[src/rtl/sd_pkg.sv]
// Shared SD slave definitions: command frame geometry, CRC7 polynomial,
// receiver state encoding and the serial CRC7 update step.
package sd_pkg;

  localparam int unsigned SD_CMD_BITS  = 48;
  localparam int unsigned SD_IDX_W     = 6;
  localparam int unsigned SD_ARG_W     = 32;
  localparam int unsigned SD_CRC_W     = 7;
  localparam logic [6:0]  SD_CRC7_POLY = 7'h09;

  typedef enum logic [2:0] {
    ST_IDLE,
    ST_TRANS,
    ST_BODY,
    ST_CRC,
    ST_END
  } sd_cmd_state_e;

  // One bit of x^7+x^3+1, MSB-first.
  function automatic logic [6:0] sd_crc7_step(input logic [6:0] c, input logic b);
    logic fb;
    fb = b ^ c[6];
    return {c[5:0], 1'b0} ^ (fb ? SD_CRC7_POLY : 7'h00);
  endfunction

endpackage

[src/rtl/sd_crc7.sv]
// Serial CRC7 engine; clr with en seeds the register from zero with din.
module sd_crc7
  import sd_pkg::*;
(
  input  logic       clk,
  input  logic       rst_n,
  input  logic       clr,
  input  logic       en,
  input  logic       din,
  output logic [6:0] crc
);

  logic [6:0] crc_q, crc_d;

  always_comb begin
    crc_d = crc_q;
    if (en) begin
      crc_d = sd_crc7_step(clr ? 7'h00 : crc_q, din);
    end else if (clr) begin
      crc_d = '0;
    end
  end

  always_ff @(posedge clk or negedge rst_n) begin
    if (!rst_n) begin
      crc_q <= '0;
    end else begin
      crc_q <= crc_d;
    end
  end

  assign crc = crc_q;

endmodule

[src/rtl/sd_slv_cmd_rx.sv]
// SD slave command receiver: deserialises the 48-bit host command frame,
// checks transmission/end bits and CRC7, and presents index and argument.
module sd_slv_cmd_rx
  import sd_pkg::*;
#(
  parameter int unsigned FRM_BITS = SD_CMD_BITS
) (
  input  logic                clk,
  input  logic                rst_n,
  input  logic                en,
  input  logic                cmd_i,
  input  logic                cmd_oe,
  output logic                busy,
  output logic                cmd_vld,
  output logic [SD_IDX_W-1:0] cmd_idx,
  output logic [SD_ARG_W-1:0] cmd_arg,
  output logic                crc_err,
  output logic                end_err
);

  localparam int unsigned BODY_BITS = FRM_BITS - SD_CRC_W - 3;
  localparam logic [5:0]  BODY_LD   = 6'(BODY_BITS);
  localparam logic [5:0]  CRC_LD    = 6'(SD_CRC_W - 1);

  sd_cmd_state_e          state_q, state_d;
  logic [5:0]             cnt_q, cnt_d;
  logic [BODY_BITS-1:0]   sh_q, sh_d;
  logic [SD_CRC_W-1:0]    rx_crc_q, rx_crc_d;
  logic                   cmd_vld_q, cmd_vld_d;
  logic [SD_IDX_W-1:0]    cmd_idx_q, cmd_idx_d;
  logic [SD_ARG_W-1:0]    cmd_arg_q, cmd_arg_d;
  logic                   crc_err_q, crc_err_d;
  logic                   end_err_q, end_err_d;

  logic                   start, abort, crc_en;
  logic [SD_CRC_W-1:0]    calc_crc;

  assign start  = (state_q == ST_IDLE) && en && !cmd_oe && !cmd_i;
  assign abort  = !en || cmd_oe;
  assign crc_en = start || (!abort && (state_q == ST_TRANS || state_q == ST_BODY));

  sd_crc7 u_crc7 (
    .clk   (clk),
    .rst_n (rst_n),
    .clr   (start),
    .en    (crc_en),
    .din   (cmd_i),
    .crc   (calc_crc)
  );

  always_comb begin
    state_d   = state_q;
    cnt_d     = cnt_q;
    sh_d      = sh_q;
    rx_crc_d  = rx_crc_q;
    cmd_vld_d = 1'b0;
    cmd_idx_d = cmd_idx_q;
    cmd_arg_d = cmd_arg_q;
    crc_err_d = crc_err_q;
    end_err_d = end_err_q;
    if (state_q != ST_IDLE && abort) begin
      state_d = ST_IDLE;
    end else begin
      unique case (state_q)
        ST_IDLE:  if (start) state_d = ST_TRANS;
        ST_TRANS: begin
          if (cmd_i) begin
            cnt_d   = BODY_LD;
            state_d = ST_BODY;
          end else begin
            state_d = ST_IDLE;
          end
        end
        // BODY tests the post-decrement count, CRC the current one, so the
        // 38/6 loads yield exactly 38 body bits and 7 CRC bits.
        ST_BODY: begin
          sh_d  = {sh_q[BODY_BITS-2:0], cmd_i};
          cnt_d = cnt_q - 6'd1;
          if (cnt_q == 6'd1) begin
            cnt_d   = CRC_LD;
            state_d = ST_CRC;
          end
        end
        ST_CRC: begin
          rx_crc_d = {rx_crc_q[SD_CRC_W-2:0], cmd_i};
          if (cnt_q == 6'd0) state_d = ST_END;
          else               cnt_d   = cnt_q - 6'd1;
        end
        ST_END: begin
          cmd_idx_d = sh_q[BODY_BITS-1 -: SD_IDX_W];
          cmd_arg_d = sh_q[SD_ARG_W-1:0];
          crc_err_d = (rx_crc_q != calc_crc);
          end_err_d = !cmd_i;
          cmd_vld_d = 1'b1;
          state_d   = ST_IDLE;
        end
        default: state_d = ST_IDLE;
      endcase
    end
  end

  always_ff @(posedge clk or negedge rst_n) begin
    if (!rst_n) begin
      state_q   <= ST_IDLE;
      cnt_q     <= '0;
      sh_q      <= '0;
      rx_crc_q  <= '0;
      cmd_vld_q <= 1'b0;
      cmd_idx_q <= '0;
      cmd_arg_q <= '0;
      crc_err_q <= 1'b0;
      end_err_q <= 1'b0;
    end else begin
      state_q   <= state_d;
      cnt_q     <= cnt_d;
      sh_q      <= sh_d;
      rx_crc_q  <= rx_crc_d;
      cmd_vld_q <= cmd_vld_d;
      cmd_idx_q <= cmd_idx_d;
      cmd_arg_q <= cmd_arg_d;
      crc_err_q <= crc_err_d;
      end_err_q <= end_err_d;
    end
  end

  assign busy    = (state_q != ST_IDLE);
  assign cmd_vld = cmd_vld_q;
  assign cmd_idx = cmd_idx_q;
  assign cmd_arg = cmd_arg_q;
  assign crc_err = crc_err_q;
  assign end_err = end_err_q;

endmodule

[config.mk]
export PLATFORM = sky130hd
export DESIGN_NAME = sd_slv_cmd_rx
export DESIGN_NICKNAME = d
export VERILOG_FILES = /design/src/rtl/sd_pkg.sv /design/src/rtl/sd_crc7.sv /design/src/rtl/sd_slv_cmd_rx.sv
export SDC_FILE = /design/constraint.sdc
export NUM_CORES = 1
export LEC_CHECK = 0
export CORE_MARGIN = 8
export CORE_UTILIZATION = 60
export DETAILED_ROUTE_END_ITERATION = 16
export PLACE_DENSITY = 0.84
export SYNTH_ARGS = -nofsm -noshare
export SYNTH_HDL_FRONTEND = slang
export SYNTH_SLANG_ARGS = --single-unit
[constraint.sdc]
create_clock -name clk -period 4.6 [get_ports clk]
set_clock_uncertainty 0.05 [all_clocks]
set_input_delay 0.92 -clock clk [delete_from_list [all_inputs] [get_ports clk]]
set_output_delay 0.92 -clock clk [all_outputs]
set_load 0.05 [all_outputs]
After elaboration in Yosys (flattened, before gate mapping). Index checks and enable logic that the tools add are counted.

Register bits after elaboration: 102. Bits of input ports: 5. Output and inout bits: 42.

Add/subtract/negate cells: 1. Equal/unequal tests: 11. Muxes and demuxes: 15. Bitwise gates (word level): 3. Reductions and logical operators: 21.

Operators by type and width (count): two-way mux 6 bit (3); case mux 6 bit (3 select lines) (1); two-way mux 7 bit (2); two-way mux 3 bit (4); case mux 3 bit (4 select lines) (1); != test 7 bit (1); XOR 7 bit (1); == test 3 x 2 -> 1 bit, second input constant (2); == test 6 x 1 -> 1 bit, second input constant (1); logical NOT 6 bit (1); AND reduction 2 bit (3); nonzero test 3 bit (2); subtractor 6 x 1 -> 6 bit, second input constant (1); logical AND 1 bit (5); logical NOT 1 bit (4); two-way mux 4 bit (1); != test 2 bit, second input constant (2); AND reduction 4 bit (1); == test 3 x 1 -> 1 bit, second input constant (1); == test 3 bit, second input constant (1); logical NOT 3 bit (1); logical OR 1 bit (3); != test 3 x 1 -> 1 bit, second input constant (1); != test 3 x 2 -> 1 bit, second input constant (1); other kinds (6) (7).

Depth between registers and ports, before layout. Gate-level depths: netlist of the first run.

Depth in word-level cells: 9. Depth in mapped cells: 6. Gate-level depth less buffers: 6.

Hierarchy. From an unflattened synthesis of the first run, not the netlist that was laid out.

Cell total of the unflattened synthesis: 283. Area total of the unflattened synthesis: 4156.5 um2.

By module, submodules not included: sd_slv_cmd_rx (instances 1, cells each 252, area each 3824.9 um2); sd_crc7 (instances 1, cells each 31, area each 331.6 um2).

Worst setup path after synthesis of the first run. OpenSTA, ideal clock, no wires.

Path kind: input -> register. Start point: input port cmd_oe. End point: register sh_q[18]. Arrival time: 2056 ps. Required time: 4425 ps. Slack: 2369 ps. Cell stages on the path: 5. Path through: or3b_4 nor3_4 buf_6 buf_12 mux2_4.

Longest elaborated chain between the ends: 4.

Ends and longest elaborated chain: start, declared (line sd_slv_cmd_rx.sv:12) `input logic cmd_oe,`; logical OR 1 bit (line sd_slv_cmd_rx.sv:39) `assign abort = !en || cmd_oe;`; logical AND 1 bit (line sd_slv_cmd_rx.sv:61) `if (state_q != ST_IDLE && abort) begin`; inverter 1 bit (no source line); AND reduction 2 bit (no source line); end signal, assigned (line sd_slv_cmd_rx.sv:106) `sh_q <= '0;`; end signal, assigned (line sd_slv_cmd_rx.sv:116) `sh_q <= sh_d;`; end, declared (line sd_slv_cmd_rx.sv:27) `logic [BODY_BITS-1:0] sh_q, sh_d;`.

Every way passes these cells. A chain may end at the register's enable or synchronous reset.

Final worst setup path of the first run.
Start point: register state_q[0]. End point: output port busy.

Longest elaborated chain between the ends: 1.

Ends and longest elaborated chain: start, declared (line sd_slv_cmd_rx.sv:25) `sd_cmd_state_e state_q, state_d;`; start signal, assigned (line sd_slv_cmd_rx.sv:114) `state_q <= state_d;`; nonzero test 3 bit (line sd_slv_cmd_rx.sv:126) `assign busy = (state_q != ST_IDLE);`; end, declared (line sd_slv_cmd_rx.sv:13) `output logic busy,`.

Every way passes these cells.

==> impl_metrics.py, run 1 <==
metrics = {
    "grt": {
        "grt_usage_pct": 15.1,
        "grt_first_pass_wirelength_um": 11900,
        "grt_max_degree": 73,
        "antenna_found_initial": 0,
        "grt_pass1_vias": 2482,
        "grt-ovfl-total": 0,
    },
    "sta": {
        "setup_tns_ns": 0,
        "rsz0062_at_grt": "no",
        "setup_viol": 0,
        "fin_crit_sh_pct": 64.6,
        "final.setup.worst_slack_ns": 1.63,
        "hold_viol": 0,
        "tightest_slew_ns": 1.03,
        "max_slew_margin_pct": 31.6,
        "finalCriticalPeriod_ns": 2.97,
        "clock.fmax_mhz": 336,
        "maxSlewViolCount": 0,
    },
    "synth": {
        "synth_compound_area_share_pct": 4.62,
        "synth.top_cells.by_area": "dfrtp_1 (60%), mux2_2 (16%), mux2_4 (7.0%)",
        "synthXorXnorAreaFrac_pct": 1.84,
        "syn-num-nets": 298,
        "synth_simple_gate_area_share_pct": 5.79,
        "yosysWarningCount": 0,
        "synth.avg_cell_area_um2": 14.8,
        "synth_ff_type": "dfrtp_1",
        "synthDistinctLibCells": 44,
        "synth-edff-count": 0,
        "ys_seq_elements": 102,
        "syn_area_um2": 4280,
        "yosysTopAreaCell": "dfrtp_1",
        "synth-adder-area-share_pct": 0.877,
        "yosysSeqAreaShare_pct": 59.6,
        "muxShareOfSynthArea_pct": 24.0,
        "async_flop_share_pct": 100,
        "synth_top_area_share_pct": 59.6,
        "synth_top_family_by_area": "multiplexers",
        "synth_cells": 290,
    },
    "clocking": {
        "postCtsHoldBufs": 0,
        "cts_buffer_depth": 2,
        "clk_root_buffer_cell": "clkbuf_8",
        "clkTransAtPathRegs_ns": 0.09,
        "cts.repair.resized": 0,
        "clock_sinks": 102,
        "clk_latency_ns": 0.35,
        "cts_tree": "built",
        "post_cts_buffers": 0,
        "cts-htree-levels": 3,
        "cts_buffers": 9,
    },
    "layout": {
        "final_cell_mix": "dfrtp_1 (102), mux2_2 (62), clkdlybuf4s50_1 (45), mux2_4 (20), nand2_1 (12)",
        "nets": 345,
        "drive_above_1_share_pct": 31.4,
        "final_cells": 437,
        "synthToLayoutAreaGrowth_pct": 16.1,
        "layout_commonest_cell": "dfrtp_1",
        "diodes": 0,
    },
    "critical_path": {
        "rr_worst_depth": 3,
        "timing.rr.end": "cmd_arg[16]",
        "endpoint": "busy",
        "r2r_start": "state_q[0]",
        "required_ns": 3.63,
        "cp-startpoint": "state_q[0]",
        "crit_path_start_kind": "flop",
        "critPathArrivalTime_ns": 2.00,
        "path_max_fanout": 10,
        "crit_type": "flop to output pin",
        "r2r_slack_ns": 2.23,
        "cp-end-kind": "output pin",
    },
    "routing": {
        "antenna_left": 0,
        "via_per_inst": 5.47,
        "dr.pass1.iters": 4,
        "post-route-drc-count": 0,
        "first_iter_violations": 44,
        "wl_per_cell_um": 16.7,
        "drt_wl_total_um": 7290,
        "num_vias": 2390,
    },
    "flow_run": {
        "maxCapViolCount": 0,
    },
    "floorplan": {
        "fp.dieW_um": 100,
        "die-area_um2": 10100,
        "ios": 47,
        "start_util_pct": 62.3,
        "die_height_um": 100,
        "core_um2": 6870,
        "rows": 30,
    },
    "place": {
        "place_inst": 422,
        "io_buffers": 46,
        "routabilityCongestion": 0.883,
        "preCtsSetupSlack_ns": 1.27,
        "dp_hpwl_um": 4840,
    },
    "outcome": {
        "status": "finished, final reports clean",
    },
    "pwr": {
        "leakagePower_uw": 0.00241,
        "p_per_area_nw_per_um2": 316,
        "max-vdd-ir-drop_uv": 182,
    },
    "min_path": {
        "hold_depth": 1,
        "hp-class": "flop to flop",
    },
}
## worst min-delay path by stage
stage	from	to	slack, ns
detailed placement	cmd_idx[3]	cmd_idx[3]	0.44
floorplan	sh_q[37]	sh_q[37]	0.43
global placement	end_err	end_err	0.41
global route	cmd_arg[15]	cmd_arg[15]	0.48
finish	cmd_arg[27]	cmd_arg[27]	0.46
CTS	cmd_idx[3]	cmd_idx[3]	0.46
## power by group
part / switching (uW) / internal [uW] / total (uW)
Sequential: 17.9 / 912 / 929
Combinational: 52.7 / 30.2 / 82.9
Clock: 291 / 267 / 557
Total: 361 / 1210 / 1570
## worst max-delay path: stages, from the launching register on
cell and delay, ns:
dfrtp_1 0.53, or3_1 0.41, clkdlybuf4s50_1 0.71
## per-stage QoR
| stage | instance area (um^2) | total power (uW) | util (%) | hold WS [ns] |
|---|---|---|---|---|
| floorplan | 4280 | 992 | - | 0.428 |
| global placement | 4770 | 1030 | 69.5 | 0.414 |
| detailed placement | 4770 | 1030 | 69.5 | 0.444 |
| CTS | 4970 | 1590 | 72.4 | 0.464 |
| global route | 4970 | 1630 | 72.4 | 0.482 |
| finish | 4970 | 1570 | 72.4 | 0.460 |
## cells in the mapped netlist (2+ instances only)
library cell,n
dfrtp_1,102
mux2_2,62
mux2_4,20
nand2_1,12
a21oi_1,10
inv_1,9
nand3_1,7
buf_2,6
nor2_1,5
o21ai_0,5
xnor2_1,5
xor2_1,4
and3_1,3
ha_1,3
mux2i_1,3
buf_12,2
buf_6,2
nor2b_1,2
nor4_1,2
or3_1,2
## kinds of logic (layout without fill, tap and decap cells)
| logic type | count (synthesis) | in the layout |
|---|---|---|
| and+or+nand+nor | 42 | 42 |
| muxes | 85 | 85 |
| xor gates and xnor gates | 9 | 9 |
| adders and majority gates | 3 | 3 |
| buffers and inverters | 21 | 72 |
| AOI/OAI and AO/OA | 28 | 28 |
| DFF | 102 | 102 |
## sequential cells by signal, indices dropped and copies added (netlist names)
signal / cells
cnt_q: 6
state_q: 3
rx_crc_q: 7
cmd_idx: 6
u_crc7.crc: 7
cmd_arg: 32
crc_err: 1
cmd_vld: 1
end_err: 1
sh_q: 38
## area by class of cell
cell class	count	area, um^2
flip-flops and latches	102	2550
fillers	470	1900
multi-input cells	167	1600
repair buffers	48	473
clock buffers	11	141
well taps	96	120
clock inverters	4	55.1
inverters	9	33.8
## per-layer routing
| metal | up-vias | global-route usage (%) | part of all wire (%) |
|---|---|---|---|
| li1 | 1120 | - | - |
| met1 | 1223 | 18.4 | 46 |
| met2 | 37 | 24.7 | 49 |
| met3 | 10 | 3.52 | 3.7 |
| met4 | 0 | 7.09 | 1.7 |
| met5 | - | 0 | 0 |
Note: power is estimated with default switching activity, not from simulation.
==> run 2, diff against run 1 <==
--- a/config.mk
+++ b/config.mk
@@ -6,9 +6,9 @@
 export NUM_CORES = 1
 export LEC_CHECK = 0
 export CORE_MARGIN = 8
-export CORE_UTILIZATION = 60
+export CORE_UTILIZATION = 56
 export DETAILED_ROUTE_END_ITERATION = 16
-export PLACE_DENSITY = 0.84
+export PLACE_DENSITY = 0.79
 export SYNTH_ARGS = -nofsm -noshare
 export SYNTH_HDL_FRONTEND = slang
 export SYNTH_SLANG_ARGS = --single-unit
==> constraint.sdc (replaced) <==
create_clock -name clk -period 2.8 [get_ports clk]
set_clock_uncertainty 0.05 [all_clocks]
set_input_delay 0.56 -clock clk [delete_from_list [all_inputs] [get_ports clk]]
set_output_delay 0.56 -clock clk [all_outputs]
set_load 0.05 [all_outputs]
==> run 2 against run 1 <==
Cell area up 1.8%; largest cell class unchanged; first-iteration DRC count up 77%; utilization down 5.5 points; largest power group unchanged.
==> impl_metrics.py, run 2 (synthesized netlist as in run 1, its figures left out) <==
metrics = {
    "grt": {
        "grt_pass1_vias": 2480,
        "grt_first_pass_wirelength_um": 11900,
        "grt_max_degree": 44,
        "grt_usage_pct": 14.4,
        "antenna_found_initial": 0,
        "grt-ovfl-total": 0,
    },
    "critical_path": {
        "path_cells": "or3_1, clkdlybuf4s50_1",
        "required_ns": 2.19,
        "crit_slowest_cell": "clkdlybuf4s50_1",
        "crit_path_start_kind": "flop",
        "path_max_fanout": 10,
        "cp-end-kind": "output pin",
        "crit_type": "flop to output pin",
        "critPathArrivalTime_ns": 2.01,
        "max_stage_delay_ns": 0.71,
    },
    "floorplan": {
        "die-area_um2": 10700,
        "die_height_um": 103,
        "core_um2": 7570,
        "ios": 47,
        "fp.dieW_um": 103,
        "rows": 32,
        "start_util_pct": 56.6,
    },
    "pwr": {
        "p_int_uw": 2110,
        "leakagePower_uw": 0.00245,
        "max-vdd-ir-drop_uv": 322,
        "sw_frac_of_total_pct": 22.2,
        "p_seq_share_pct": 56.4,
        "combPwrFrac_pct": 5.1,
        "pwr-share-clk_pct": 38.5,
        "p_switching_uw": 601,
        "p_per_area_nw_per_um2": 535,
    },
    "outcome": {
        "status": "finished, final reports clean",
    },
    "clocking": {
        "clock_sinks": 102,
        "post_cts_buffers": 0,
        "cts_buffer_depth": 2,
        "cts_buffers": 9,
        "clk_latency_ns": 0.36,
        "cts.repair.resized": 0,
        "cts-htree-levels": 3,
        "cts_tree": "built",
        "postCtsHoldBufs": 0,
        "clk_root_buffer_cell": "clkbuf_8",
        "clkTransAtPathRegs_ns": 0.09,
    },
    "routing": {
        "num_vias": 2396,
        "dr.pass1.iters": 4,
        "drt_wl_total_um": 7120,
        "wl_per_cell_um": 15.9,
        "antenna_left": 0,
        "post-route-drc-count": 0,
        "first_iter_violations": 78,
        "via_per_inst": 5.36,
    },
    "flow_run": {
        "maxCapViolCount": 0,
    },
    "layout": {
        "diodes": 0,
        "drive_above_1_share_pct": 32.2,
        "utilization_pct": 66.9,
        "final_cell_mix": "dfrtp_1 (102), mux2_2 (62), clkdlybuf4s50_1 (45), mux2_4 (20), nand2_1 (12)",
        "synthToLayoutAreaGrowth_pct": 18.2,
        "fillCellCount": 526,
        "top_register": "sh_q",
        "nets": 348,
        "largest_reg_flops": 38,
        "layout_commonest_cell": "dfrtp_1",
    },
    "sta": {
        "hold_viol": 0,
        "rsz0062_at_grt": "no",
        "finalCriticalPeriod_ns": 2.62,
        "setup_tns_ns": 0,
        "fin_crit_sh_pct": 93.6,
        "setup_viol": 0,
        "maxSlewViolCount": 0,
        "tightest_slew_ns": 0.806,
        "max_slew_margin_pct": 45.8,
        "final.setup.worst_slack_ns": 0.179,
        "clock.fmax_mhz": 382,
        "hold_slack_ns": 0.112,
    },
    "place": {
        "io_buffers": 46,
        "preCtsSetupSlack_ns": 0.284,
        "routabilityCongestion": 0.843,
        "dp_hpwl_um": 4910,
    },
    "min_path": {
        "hp-class": "input pin to asynchronous set/reset pin",
    },
}
[run 2: area by class of cell]
class	instances	area, um^2	share of cell area (%)
Timing Repair Buffer	51	520	10.3
Sequential cell	102	2550	50.4
Multi-Input combinational cell	167	1600	31.5
Clock buffer	12	155	3.07
Tap cell	102	128	2.52
Inverter	9	33.8	0.667
Clock inverter	4	76.3	1.51
[run 2: power groups by stage]
stage | clock network (uW) | logic, uW | registers (uW)
after floorplan | 0 | 83.9 | 1550
after global placement | 0 | 134 | 1550
after detailed placement | 0 | 141 | 1560
after CTS | 1070 | 141 | 1530
after global routing | 1120 | 159 | 1530
final | 1040 | 138 | 1530
[run 2: critical path: cells and delay by family (launching register included)]
family                 cells  cell delay (ns)
flip-flops                 1             0.53
buffers and inverters      1             0.71
AND/OR/NAND/NOR            1             0.42
[run 2: metal layers]
layer / part of all wire [%] / GRT usage [%] / vias to the layer above
met3: 4.6 / 3.21 / 11
met2: 48 / 22.6 / 41
met4: 1.9 / 7.34 / 0
met1: 45 / 18.4 / 1220
met5: 0 / 0 / -
li1: - / - / 1124
[run 2: worst paths after layout]
kind	startpoint	to	slack, ns	cells after the start
setup / recovery	state_q[0]	busy	0.18	2
hold / removal	rst_n	cnt_q[3]	0.11	1
setup reg to reg	state_q[2]	sh_q[1]	0.83	4
hold reg to reg	end_err	end_err	0.44	2
max in group asynchronous	rst_n	cmd_arg[5]	1.85	2
min in group clk	end_err	end_err	0.44	2
[run 2: per-stage QoR]
stage	area (um^2)	power (uW)	std cells
2_1_floorplan	4280	1630	290
3_3_place_gp	4830	1690	431
3_5_place_dp	4830	1700	431
4_1_cts	5060	2740	447
5_1_grt	5060	2810	447
6_report	5060	2710	447
